--- config.mk ---
export PLATFORM = sky130hd
export DESIGN_NAME = sd_block_read_sequencer
export DESIGN_NICKNAME = d
export VERILOG_FILES = /design/src/rtl/sd_block_read_sequencer.sv
export SDC_FILE = /design/constraint.sdc
export NUM_CORES = 1
export LEC_CHECK = 0
export ABC_AREA = 1
export ABC_CLOCK_PERIOD_IN_PS = 3150
export BUFFER_PORTS_ARGS = -buffer_cell sky130_fd_sc_hd__buf_2
export CAP_MARGIN = 20
export CORE_ASPECT_RATIO = 1.75
export CORE_MARGIN = 10
export CORE_UTILIZATION = 58
export DETAILED_ROUTE_END_ITERATION = 10
export GPL_TIMING_DRIVEN = 1
export PLACE_DENSITY = 0.83
export REMOVE_ABC_BUFFERS = 1
export SETUP_SLACK_MARGIN = 0.05
export SYNTH_ARGS = -nofsm -noshare
export SYNTH_HDL_FRONTEND = slang
export SYNTH_SLANG_ARGS = --single-unit
--- constraint.sdc ---
create_clock -name MasterCLK -period 3.15 [get_ports MasterCLK]
set_input_delay 0.4725 -clock MasterCLK [delete_from_list [all_inputs] [get_ports MasterCLK]]
set_output_delay 0.4725 -clock MasterCLK [all_outputs]
set_load 0.05 [all_outputs]
--- src/rtl/sd_block_read_sequencer.sv ---
// SPI-mode SD single-block read (CMD17) sequencer over a byte-exchange engine.
// Ports: MasterCLK/Reset; InitDone/ReadReq/BlockAddr request side;
// ByteStart/ByteOut/ByteDone/ByteIn engine side; CardCS chip select;
// DataOut/DataValid/DataReady stream; Busy/Done/Error/ErrorCode status.
module sd_block_read_sequencer #(
  parameter int ADDR_W        = 32,
  parameter int BLOCK_BYTES   = 512,
  parameter int RESP_TIMEOUT  = 8,
  parameter int TOKEN_TIMEOUT = 4096
) (
  input  logic              MasterCLK,
  input  logic              Reset,
  input  logic              InitDone,
  input  logic              ReadReq,
  input  logic [ADDR_W-1:0] BlockAddr,
  output logic              Busy,
  output logic              ByteStart,
  output logic [7:0]        ByteOut,
  input  logic              ByteDone,
  input  logic [7:0]        ByteIn,
  output logic              CardCS,
  output logic [7:0]        DataOut,
  output logic              DataValid,
  input  logic              DataReady,
  output logic              Done,
  output logic              Error,
  output logic [2:0]        ErrorCode
);

  localparam int DW = $clog2(BLOCK_BYTES);
  localparam int PMAX = (TOKEN_TIMEOUT > RESP_TIMEOUT) ?
                        TOKEN_TIMEOUT : RESP_TIMEOUT;
  localparam int PW = $clog2(PMAX + 1);
  localparam logic [DW-1:0] LAST_BEAT = DW'(BLOCK_BYTES - 1);
  localparam logic [PW-1:0] R1_LAST   = PW'(RESP_TIMEOUT - 1);
  localparam logic [PW-1:0] TOK_LAST  = PW'(TOKEN_TIMEOUT - 1);

  typedef enum logic [2:0] {
    IDLE, CMD, R1WAIT, TOKWAIT, DATA, CRC, TAIL, FIN
  } state_t;

  state_t        state;
  logic [31:0]   addr;
  logic [2:0]    idx;
  logic [PW-1:0] polls;
  logic [DW-1:0] beat;
  logic          pend;
  logic          failed;
  logic [7:0]    cmd_byte;

  always_comb begin
    cmd_byte = 8'h01;
    case (idx)
      3'd0:    cmd_byte = 8'h51;
      3'd1:    cmd_byte = addr[31:24];
      3'd2:    cmd_byte = addr[23:16];
      3'd3:    cmd_byte = addr[15:8];
      3'd4:    cmd_byte = addr[7:0];
      default: cmd_byte = 8'h01;
    endcase
  end

  // pend marks an exchange in flight; a new ByteStart is only
  // issued once it has been cleared by ByteDone.
  always_ff @(posedge MasterCLK or posedge Reset) begin
    if (Reset) begin
      state     <= IDLE;
      addr      <= '0;
      idx       <= '0;
      polls     <= '0;
      beat      <= '0;
      pend      <= 1'b0;
      failed    <= 1'b0;
      Busy      <= 1'b0;
      ByteStart <= 1'b0;
      ByteOut   <= 8'hFF;
      CardCS    <= 1'b1;
      DataOut   <= 8'h00;
      DataValid <= 1'b0;
      Done      <= 1'b0;
      Error     <= 1'b0;
      ErrorCode <= 3'd0;
    end else begin
      ByteStart <= 1'b0;
      case (state)
        IDLE: begin
          pend <= 1'b0;
          if (ReadReq && InitDone && !Busy) begin
            addr      <= 32'(BlockAddr);
            ErrorCode <= 3'd0;
            Busy      <= 1'b1;
            CardCS    <= 1'b0;
            idx       <= '0;
            polls     <= '0;
            beat      <= '0;
            failed    <= 1'b0;
            state     <= CMD;
          end
        end
        CMD: begin
          if (!pend) begin
            ByteStart <= 1'b1;
            ByteOut   <= cmd_byte;
            pend      <= 1'b1;
          end else if (ByteDone) begin
            pend <= 1'b0;
            if (idx == 3'd5) begin
              idx   <= '0;
              polls <= '0;
              state <= R1WAIT;
            end else begin
              idx <= idx + 3'd1;
            end
          end
        end
        R1WAIT: begin
          if (!pend) begin
            ByteStart <= 1'b1;
            ByteOut   <= 8'hFF;
            pend      <= 1'b1;
          end else if (ByteDone) begin
            pend <= 1'b0;
            if (ByteIn == 8'hFF) begin
              if (polls == R1_LAST) begin
                ErrorCode <= 3'd2;
                failed    <= 1'b1;
                CardCS    <= 1'b1;
                state     <= TAIL;
              end else begin
                polls <= polls + 1'b1;
              end
            end else if (ByteIn == 8'h00) begin
              polls <= '0;
              state <= TOKWAIT;
            end else begin
              ErrorCode <= 3'd1;
              failed    <= 1'b1;
              CardCS    <= 1'b1;
              state     <= TAIL;
            end
          end
        end
        TOKWAIT: begin
          if (!pend) begin
            ByteStart <= 1'b1;
            ByteOut   <= 8'hFF;
            pend      <= 1'b1;
          end else if (ByteDone) begin
            pend <= 1'b0;
            if (ByteIn == 8'hFE) begin
              beat  <= '0;
              state <= DATA;
            end else if (ByteIn[7:4] == 4'h0) begin
              ErrorCode <= 3'd4;
              failed    <= 1'b1;
              CardCS    <= 1'b1;
              state     <= TAIL;
            end else if (polls == TOK_LAST) begin
              // any non-token, non-error reply counts as an idle poll
              ErrorCode <= 3'd3;
              failed    <= 1'b1;
              CardCS    <= 1'b1;
              state     <= TAIL;
            end else begin
              polls <= polls + 1'b1;
            end
          end
        end
        DATA: begin
          if (DataValid) begin
            if (DataReady) begin
              DataValid <= 1'b0;
              if (beat == LAST_BEAT) begin
                idx   <= '0;
                state <= CRC;
              end else begin
                beat <= beat + 1'b1;
              end
            end
          end else if (!pend) begin
            ByteStart <= 1'b1;
            ByteOut   <= 8'hFF;
            pend      <= 1'b1;
          end else if (ByteDone) begin
            pend      <= 1'b0;
            DataOut   <= ByteIn;
            DataValid <= 1'b1;
          end
        end
        CRC: begin
          if (!pend) begin
            ByteStart <= 1'b1;
            ByteOut   <= 8'hFF;
            pend      <= 1'b1;
          end else if (ByteDone) begin
            pend <= 1'b0;
            if (idx == 3'd1) begin
              CardCS <= 1'b1;
              state  <= TAIL;
            end else begin
              idx <= idx + 3'd1;
            end
          end
        end
        TAIL: begin
          if (!pend) begin
            ByteStart <= 1'b1;
            ByteOut   <= 8'hFF;
            pend      <= 1'b1;
          end else if (ByteDone) begin
            pend  <= 1'b0;
            Error <= failed;
            Done  <= !failed;
            state <= FIN;
          end
        end
        FIN: begin
          Done  <= 1'b0;
          Error <= 1'b0;
          Busy  <= 1'b0;
          state <= IDLE;
        end
        default: state <= IDLE;
      endcase
    end
  end

endmodule
==> qor.csv <==
metric,value,unit
Hold Crit Class,primary input to async pin,
DRT Wirelength,12300,um
startpoint types,register,
WL per Instance,16.1,um
FP Rows,44,
DR pass1 iterations,6,
Leakage Power,2.96,nW
H-tree Lvls,3,
Hold Buf Count CTS,0,
Max-Slew Margin vs Limit,48.4,%
setup bufs post-CTS,0,
GRT Total Usage,20.5,%
Worst Tran Pin Value,0.770,ns
total CTS buffers,9,
"EDFF count, synth",0,
Sum Neg Setup Slack,0,ns
Area Overhead vs Synth,14.7,%
"delay-heaviest family, CP",simple AND/OR/NAND/NOR gates,
final hold viol count,0,
worst-path maximum fanout,19,
final critical-path share of the clock period,66.7,%
largest net degree at the start of global routing,60,
Synth async-reset ratio,100,%
die area,12600,sq um
Core Region,8260,sq um
Worst EP required,3.43,ns
Max Slew Vio Count,0,
Period minus WS final,2.10,ns
clk_lat worst skew,0.35,ns
Placer Congestion,0.943,
max incr delay on CP,0.69,ns
"Arr. time, crit path",2.38,ns
Setup Skew,0.00860,ns
antenna-violating nets left,0,
sequential area share after synthesis,45.0,%
register area,2190,sq um
Synth warnings,0,
post-CTS sizing,0,
"critical path, cell by cell",nor2_4 > nand2_1 > nand2_1 > nor2_2 > nand3_2 > nor2_2 > nand2_1 > nand2_1,
worst vdd ir,403,uV
Post-Synthesis Cells,595,
Most common cell on crit path,nand2_1,
power density over the cells,408,nW/um^2
grt ovf,0,
status,"finished, final reports clean",
clock sinks,87,
die height,141,um
Critical Path Sink Type,register,
Antenna diodes,0,
"Top FF cell, synth",dfrtp_1,
sum of buffers and inverters on the critical path,0,
share of post-route cells with drive strength above 1,24.3,%
detailed-placement wirelength estimate,9200,um
crit path kind,register to register,
antenna violations before repair,0,
"CTS clk-pin slew, worst paths",0.06,ns
Slowest cell on crit path,dfrtp_1,
via count,4313,
max-cap violation count,0,
fillers,665,
DRC violations left,0,
post-synthesis area per instance,8.18,sq um
first-pass GRT wire length,20600,um
I/O Buffers,70,
area occupied by multi-input gates,2400,sq um
maximum clock rate,0.476,GHz
synthesized cell area,4870,sq um
Starting DRT DRC Count,278,
I/O pin total,71,
NumNets Final,719,
CTS tree,done,
vias per cell,5.66,
Worst R2R Setup Slack,1.05,ns
number of global-route vias before repair,4369,
Initial Utilization,58.9,%
#FFs+latches synth,87,
Cells after DPL,746,
RSZ-0062 raised after global routing,false,
clock buffer depth,2,
Die Wd,89.2,um
Root Driver,clkbuf_16,
Layout Cells excl Fill,762,
setup violators final,0,
"Distinct cells, synth",38,
## sequential cells by signal, summed over array words and instances, names as in the netlist, 3 cells and up
register / count
addr: 32
polls: 13
beat: 9
ByteOut: 8
DataOut: 8
ErrorCode: 3
idx: 3
state: 3
## logic make-up (layout without fill, tap and decap cells)
kind of cell	count (synthesis)	count (layout)	synth area share, %
and+or+nand+nor	325	325	29.3
xor gates and xnor gates	9	9	1.62
buffers and inverters	64	139	5.71
AOI/OAI and AO/OA	70	70	8.90
muxes	32	32	7.41
DFF	87	87	45.0
adders and majority gates	8	8	2.06
## layout make-up
type / instances / area share, %
Multi-Input combinational cell: 444 / 43.0
Sequential cell: 87 / 39.2
Timing Repair Buffer: 72 / 6.77
Clock buffer: 12 / 4.59
Inverter: 51 / 3.45
Tap cell: 92 / 2.06
Clock inverter: 4 / 0.941
## routing by layer
| metal | routed length, um | share of wire, % | track usage, % | vias to the layer above |
|---|---|---|---|---|
| met3 | 678 | 5.5 | 5.77 | 41 |
| li1 | - | - | - | 2083 |
| met1 | 4460 | 36 | 20.9 | 2049 |
| met4 | 433 | 3.5 | 9.76 | 0 |
| met5 | 0 | 0 | 0 | - |
| met2 | 6720 | 55 | 36.6 | 140 |
## Yosys cell counts, drive strengths merged (7+ instances only)
cell type,number,area (sq um)
a21oi,19,95.1
buf,7,53.8
mux2,32,360
inv,51,191
nand4,13,81.3
nor2,74,315
nand2,185,722
ha,8,100
nand3,42,238
dfstp,9,236
o21ai,36,214
xor2,9,78.8
dfrtp,78,1950
## final timing paths
| path | from | endpoint | cells past startpoint |
|---|---|---|---|
| setup / recovery | state[2]$_DFFE_PP0P_ | polls[4]$_DFFE_PP0P_ | 8 |
| hold / removal | Reset | beat[5]$_DFFE_PP0P_ | 2 |
| setup reg to reg | state[2]$_DFFE_PP0P_ | polls[4]$_DFFE_PP0P_ | 8 |
| hold reg to reg | CardCS$_DFFE_PP1P_ | CardCS$_DFFE_PP1P_ | 2 |
| max in group asynchronous | Reset | ByteOut[0]$_DFFE_PP1P_ | 3 |
| min in group MasterCLK | BlockAddr[8] | addr[8]$_DFFE_PP0P_ | 2 |
## power breakdown
part | total, mW | switching, mW | internal [mW]
Clock | 1.10 | 0.436 | 0.661
Sequential | 1.12 | 0 | 1.12
Combinational | 0.0622 | 0.0377 | 0.0245
## cells in the final DEF, fill, tap and decap left out, types with 5 or more instances in the layout
| cell type | n |
|---|---|
| a221oi_1 | 6 |
| buf_2 | 70 |
| mux2_2 | 28 |
| nand4_1 | 13 |
| o21ai_2 | 9 |
| dfrtp_1 | 78 |
| o21ai_0 | 26 |
| inv_1 | 44 |
| inv_2 | 6 |
| nor2_1 | 67 |
| ha_1 | 8 |
| dfstp_2 | 9 |
| clkbuf_16 | 9 |
| nand3_1 | 38 |
| a21oi_1 | 19 |
| nand2_1 | 178 |
| xor2_1 | 9 |
| nand2_2 | 5 |
## worst reg2reg max path, stage by stage, from the launching register on
cell     delay, ns
dfrtp_1       0.69
nor2_4        0.21
nand2_1       0.13
nand2_1       0.09
nor2_2        0.14
nand3_2       0.10
nor2_2        0.45
nand2_1       0.12
nand2_1       0.09
## stage by stage
| step | hold slack (ns) | utilization (%) | worst slack (ns) | area [sq um] | total power [mW] |
|---|---|---|---|---|---|
| after floorplan | 0.442 | - | 0.442 | 4780 | 1.16 |
| after global placement | 0.457 | 63.9 | 1.04 | 5270 | 1.20 |
| after detailed placement | 0.457 | 63.9 | 0.978 | 5270 | 1.20 |
| after CTS | 0.161 | 67.6 | 1.06 | 5580 | 2.30 |
| after global routing | 0.190 | 67.6 | 0.785 | 5580 | 2.35 |
| final | 0.146 | 67.6 | 1.05 | 5580 | 2.28 |
No activity file was read; power rests on OpenSTA's default activity.
